File: config.mk
export PLATFORM = sky130hd
export DESIGN_NAME = corelet_out_stage
export DESIGN_NICKNAME = d
export VERILOG_FILES = /design/src/rtl/corelet_out_stage.sv
export SDC_FILE = /design/constraint.sdc
export NUM_CORES = 2
export LEC_CHECK = 0
export ABC_AREA = 1
export CAP_MARGIN = 10
export CELL_PAD_IN_SITES_DETAIL_PLACEMENT = 1
export CELL_PAD_IN_SITES_GLOBAL_PLACEMENT = 1
export CORE_AREA = 10 10 659 499
export CTS_CLUSTER_DIAMETER = 200
export DETAILED_ROUTE_END_ITERATION = 6
export DIE_AREA = 0 0 669 509
export DONT_BUFFER_PORTS = 1
export PLACE_DENSITY = 0.58
export SYNTH_ARGS = -nofsm -noshare
export SYNTH_HDL_FRONTEND = slang
export SYNTH_SLANG_ARGS = --single-unit
File: constraint.sdc
create_clock -name clk -period 5.42 [get_ports clk]
set_input_delay 0.542 -clock clk [delete_from_list [all_inputs] [get_ports clk]]
set_output_delay 0.542 -clock clk [all_outputs]
set_load 0.05 [all_outputs]
File: src/rtl/corelet_out_stage.sv
// -----------------------------------------------------------------------------
// corelet_out_stage
//
// Output stage between the MAC array south outputs and the psum SRAM path.
//   * WS mode (mode_q = 0): each column pushes into its own lane FIFO whenever
//     col_valid[i] is high, so column-skewed psums line up into whole rows.
//   * OS mode (mode_q = 1): a drain pulse starts an IDLE/DRAIN FSM that asks
//     the array to shift 'row' result rows south and captures every column
//     on each shift. The FSM stalls while any lane is full.
//   * Read side: rows leave under rd_valid/rd_ready. A per-column SFP
//     accumulates popped rows, with an optional ReLU on the output view.
//
// Optional feature macro: OUT_STAGE_RELU_EN
//   defined   -> sfp_out[i] = 0 when acc[i] is negative, else acc[i]
//   undefined -> sfp_out[i] = acc[i] (raw signed accumulator)
//
// Ports:
//   clk, reset       clock, asynchronous active-high reset
//   mode             0 = WS, 1 = OS (captured into mode_q while IDLE)
//   col_valid        per-column psum valid (WS)
//   col_psum         array south outputs, column i at [psum_bw*i +: psum_bw]
//   drain            single-cycle pulse starting an OS drain
//   array_shift      asks the array to shift one OS row south
//   busy             drain FSM not IDLE
//   rd_ready         consumer accepts the head row
//   rd_valid         every lane holds at least one entry
//   rd_data          head row (show-ahead)
//   acc_en, acc_clr  accumulate popped row / clear accumulators
//   sfp_out          accumulator view (optionally ReLU'd)
//   overflow         sticky: a WS write hit a full lane
// -----------------------------------------------------------------------------
module corelet_out_stage #(
    parameter int row     = 8,
    parameter int col     = 8,
    parameter int psum_bw = 16,
    parameter int depth   = 16
) (
    input  logic                     clk,
    input  logic                     reset,
    input  logic                     mode,
    input  logic [col-1:0]           col_valid,
    input  logic [psum_bw*col-1:0]   col_psum,
    input  logic                     drain,
    output logic                     array_shift,
    output logic                     busy,
    input  logic                     rd_ready,
    output logic                     rd_valid,
    output logic [psum_bw*col-1:0]   rd_data,
    input  logic                     acc_en,
    input  logic                     acc_clr,
    output logic [psum_bw*col-1:0]   sfp_out,
    output logic                     overflow
);

    localparam int AW = $clog2(depth);
    localparam int PW = AW + 1;
    localparam int CW = $clog2(row + 1);
    // Pointer difference that marks a full lane: wrap bits differ, index equal.
    localparam logic [PW-1:0] PTR_WRAP = PW'(1) << AW;

    typedef enum logic {IDLE, DRAIN} state_t;

    state_t          state_reg, state_next;
    logic [CW-1:0]   cnt_reg, cnt_next;
    logic            mode_q_reg;
    logic            overflow_reg;
    logic [PW-1:0]   rd_ptr_reg;

    logic [col-1:0]  lane_full;
    logic [col-1:0]  lane_empty;
    logic [col-1:0]  lane_we;
    logic            any_full;
    logic            ws_active;
    logic            ws_drop;
    logic            pop;

    assign any_full  = |lane_full;
    assign ws_active = (state_reg == IDLE) && !mode_q_reg;
    // Full is judged before any same-cycle pop, so such writes are dropped.
    assign ws_drop   = ws_active && |(col_valid & lane_full);
    assign rd_valid  = &(~lane_empty);
    assign pop       = rd_valid && rd_ready;
    assign busy      = (state_reg == DRAIN);
    assign overflow  = overflow_reg;

    // ---------------------------------------------------------------- FSM
    always_ff @(posedge clk or posedge reset) begin
        if (reset) begin
            state_reg <= IDLE;
            cnt_reg   <= '0;
        end else begin
            state_reg <= state_next;
            cnt_reg   <= cnt_next;
        end
    end

    always_comb begin
        state_next  = state_reg;
        cnt_next    = cnt_reg;
        array_shift = 1'b0;
        case (state_reg)
            IDLE: begin
                if (drain && mode_q_reg) begin
                    state_next = DRAIN;
                    cnt_next   = '0;
                end
            end
            DRAIN: begin
                // Exit one cycle after the final shift; no shift that cycle.
                if (cnt_reg == CW'(row)) begin
                    state_next = IDLE;
                end else if (!any_full) begin
                    array_shift = 1'b1;
                    cnt_next    = cnt_reg + 1'b1;
                end
            end
            default: state_next = IDLE;
        endcase
    end

    // ------------------------------------------------- mode, overflow, rd ptr
    always_ff @(posedge clk or posedge reset) begin
        if (reset) begin
            mode_q_reg   <= 1'b0;
            overflow_reg <= 1'b0;
            rd_ptr_reg   <= '0;
        end else begin
            if (state_reg == IDLE) begin
                mode_q_reg <= mode;
            end
            if (ws_drop) begin
                overflow_reg <= 1'b1;
            end
            if (pop) begin
                rd_ptr_reg <= rd_ptr_reg + 1'b1;
            end
        end
    end

    // ------------------------------------------------------------- lanes
    generate
        for (genvar gi = 0; gi < col; gi++) begin : g_lane
            logic [PW-1:0]      wr_ptr_reg;
            logic [psum_bw-1:0] mem [depth];
            logic [psum_bw-1:0] acc_reg;
            logic [psum_bw-1:0] head;

            assign lane_full[gi]  = ((wr_ptr_reg ^ rd_ptr_reg) == PTR_WRAP);
            assign lane_empty[gi] = (wr_ptr_reg == rd_ptr_reg);
            // A DRAIN shift only happens when no lane is full.
            assign lane_we[gi]    = array_shift ||
                                    (ws_active && col_valid[gi] && !lane_full[gi]);

            always_ff @(posedge clk) begin
                if (lane_we[gi]) begin
                    mem[wr_ptr_reg[AW-1:0]] <= col_psum[gi*psum_bw +: psum_bw];
                end
            end

            // Show-ahead head entry; every lane shares the read index.
            assign head = mem[rd_ptr_reg[AW-1:0]];
            assign rd_data[gi*psum_bw +: psum_bw] = head;

            always_ff @(posedge clk or posedge reset) begin
                if (reset) begin
                    wr_ptr_reg <= '0;
                    acc_reg    <= '0;
                end else begin
                    if (lane_we[gi]) begin
                        wr_ptr_reg <= wr_ptr_reg + 1'b1;
                    end
                    if (acc_clr) begin
                        acc_reg <= '0;
                    end else if (pop && acc_en) begin
                        acc_reg <= acc_reg + head;
                    end
                end
            end

`ifdef OUT_STAGE_RELU_EN
            assign sfp_out[gi*psum_bw +: psum_bw] =
                acc_reg[psum_bw-1] ? '0 : acc_reg;
`else
            assign sfp_out[gi*psum_bw +: psum_bw] = acc_reg;
`endif
        end
    endgenerate

endmodule
==> impl_metrics.ini <==
[outcome]
status = finished clean

[finish]
areaGrowthSynthToFinish_pct = 17.3
fin_cells = 12500
layout.nets = 8450
fin_area_um2 = 111000
final_layout_size_suffix_gt1_frac = 0.118
largest_reg_flops = 2048

[timing]
skew_ns = 0.105
clock.fmax_mhz = 200
hold-worst-slack_ns = 0.0847
fin_ws_ns = 0.411
setup-tns-final_ns = 0
drv_slew = 0
rsz0062_at_grt = no
layout_min_cycle_time_ns = 5.01
tightest_slew_ns = 1.19
max-slew-margin-rel = 0.204
hold_viol = 0
period_share = 0.924
setup-violations-final = 0

[clocking]
cts.sinks = 2228
cts-buffers-inserted = 234
cts.repair.resized = 0
htreeDepth = 4
clk_latency_ns = 0.94
cts_tree = built
clockRootBuffer = clkbuf_16
cts_buffer_depth = 4
cts.clk_slew.worst_paths_ns = 0.07

[synthesis]
synth_async_sr_flop_share = 0.0808
synth_flop_cell = edfxtp_1
syn-num-nets = 8148
ys_types = 47
yosysWarnings = 0
synth_edf_count = 2048
syn_area_um2 = 94400
synthCells = 7842
ys_top_cells_by_area = edfxtp_1 65%, o21ai_0 5.5%, nor2_1 4.9%
syn_area_per_cell_um2 = 12.0
synth_top_area_cell = edfxtp_1
synth-seq-area-share = 0.699
netlist.area_leader.share = 0.651
ys_seq_elements = 2228

[floorplan]
dieArea_um2 = 341000
core-area_um2 = 316000
io_pins = 403
row_count = 179
die_h_um = 509
start_util = 0.299
die_x_um = 669

[grt]
grt_pass1_vias = 67000
grt_max_degree = 153
antenna_found_initial = 75
grt_pass1_wl_mm = 503
grtUsageTotal = 0.200
grt_overflow = 0

[setup_path]
reg2regPathDepth = 14
crit_arrival_ns = 4.47
cp.required_ns = 4.88
cp_max_fo = 124
criticalPathCategory = register to output port
cp-start-kind = register
worst_setup_path_end_kind = output port

[placed_design]
dp_hpwl_mm = 240
place_congestion = 0.839
placedCellCount = 11900
detailed_place.area_um2 = 102000
place_worst_setup_slack_ns = 0.759
io_buffers = 0

[route]
antenna_left = 0
vias = 66200
drc = 0
first_pass_iters = 5
drt_iter0_drc = 5987
wire_per_inst_um = 28.2
finalWirelength_mm = 353
avgViaCountPerCell = 5.29

[power]
leakagePower_uw = 0.0385
max-vdd-ir-drop_mv = 0.840
p_per_area_nw_per_um2 = 710

[hold_path]
hold_class = input port to register
hold_depth = 2

[job]
max_cap_viol_count = 0
==> worst paths after layout <==
path	startpoint	endpoint	slack, ns
max	rd_ptr_reg[1]	rd_data[100]	0.41
min	rd_ready	rd_ptr_reg[0]	0.08
max reg2reg	rd_ptr_reg[1]	g_lane[5].acc_reg[12]	0.64
min reg2reg	mode_q_reg	mode_q_reg	0.53
max in group asynchronous	reset	g_lane[2].acc_reg[1]	3.87
min in group asynchronous	reset	g_lane[6].wr_ptr_reg[1]	0.24
==> cells by family (layout without fill, tap and decap cells) <==
| group | after synthesis | in the layout | share of synthesized area |
|---|---|---|---|
| AND/OR/NAND/NOR | 2793 | 2793 | 0.121 |
| flip-flops | 2228 | 2228 | 0.699 |
| AO/OA/AOI/OAI | 1831 | 1831 | 0.114 |
| buffers and inverters | 691 | 1182 | 0.0309 |
| adder cells (fa/ha/maj) | 163 | 163 | 0.0222 |
| XOR/XNOR | 136 | 136 | 0.0126 |
| other | 0 | 25 | 0 |
==> power breakdown <==
part	leakage (µW)	total (µW)	internal [µW]	switching, µW
clock	0.00376	16600	9580	6970
sequential	0.0209	25300	22200	3080
combinational	0.0138	36800	9300	27500
total	0.0385	78600	41100	37600
==> critical path: stages (launching register included) <==
cell	delay, ns
dfrtp_4	0.67
inv_8	0.71
buf_12	0.34
o21ai_0	0.14
o22ai_1	0.28
o211ai_1	0.21
nand3_1	0.45
buf_4	0.28
buf_4	0.22
==> per-stage QoR <==
step	total power (µW)	utilization
finish	78600	0.351
global route	83000	0.351
CTS	79300	0.351
detailed placement	62200	0.322
global placement	61500	0.322
floorplan	46700	-
==> cell type report <==
class | count | area (µm²)
Multi-Input combinational cell | 4923 | 25800
Inverter | 221 | 882
Fill cell | 34000 | 205000
Antenna cell | 25 | 62.6
Tap cell | 4163 | 5210
Clock buffer | 287 | 6180
Clock inverter | 138 | 1520
Timing Repair Buffer | 536 | 5040
Sequential cell | 2228 | 66000
==> synthesized netlist by cell type, types with 37 or more instances <==
| cell | count |
|---|---|
| ha_1 | 155 |
| buf_2 | 102 |
| xnor2_1 | 53 |
| clkbuf_1 | 317 |
| o21ai_0 | 1044 |
| nor2_1 | 1234 |
| o221ai_1 | 203 |
| edfxtp_1 | 2048 |
| inv_1 | 213 |
| o22ai_1 | 277 |
| nand2_1 | 954 |
| o21ai_2 | 90 |
| xor2_1 | 83 |
| a21oi_1 | 129 |
| o211ai_1 | 37 |
| nand3_1 | 532 |
| dfrtp_1 | 180 |
==> what timing repair did <==
action / in CTS / in global routing
setup buffers: 0 / 0
endpoints found under the setup margin: 0 / 0
hold endpoints to repair: 2099 / 0
hold buffers: 136 / 0
==> cells in the final DEF, fill, tap and decap left out, types with 42 or more instances in the layout <==
| cell type | instances |
|---|---|
| clkbuf_16 | 237 |
| edfxtp_1 | 2048 |
| ha_1 | 155 |
| dlygate4sd3_1 | 135 |
| inv_1 | 211 |
| buf_12 | 54 |
| clkinv_1 | 42 |
| clkbuf_1 | 44 |
| o21ai_2 | 90 |
| nand3_1 | 531 |
| a21oi_1 | 129 |
| o22ai_1 | 277 |
| nand2_1 | 954 |
| o221ai_1 | 203 |
| nor2_2 | 129 |
| xor2_1 | 83 |
| nor2_1 | 1105 |
| o21ai_0 | 1044 |
| dfrtp_1 | 177 |
| buf_4 | 346 |
| clkinv_2 | 43 |
| xnor2_1 | 53 |
==> per-layer routing <==
layer  vias up  share of wire  track usage
met5         -        0.00055            0
met1     34500           0.47        0.294
met4        28          0.022       0.0447
met3       442          0.073       0.0418
met2      2054           0.44        0.304
li1      29200              -            -
(Power assumes the default switching activity.)
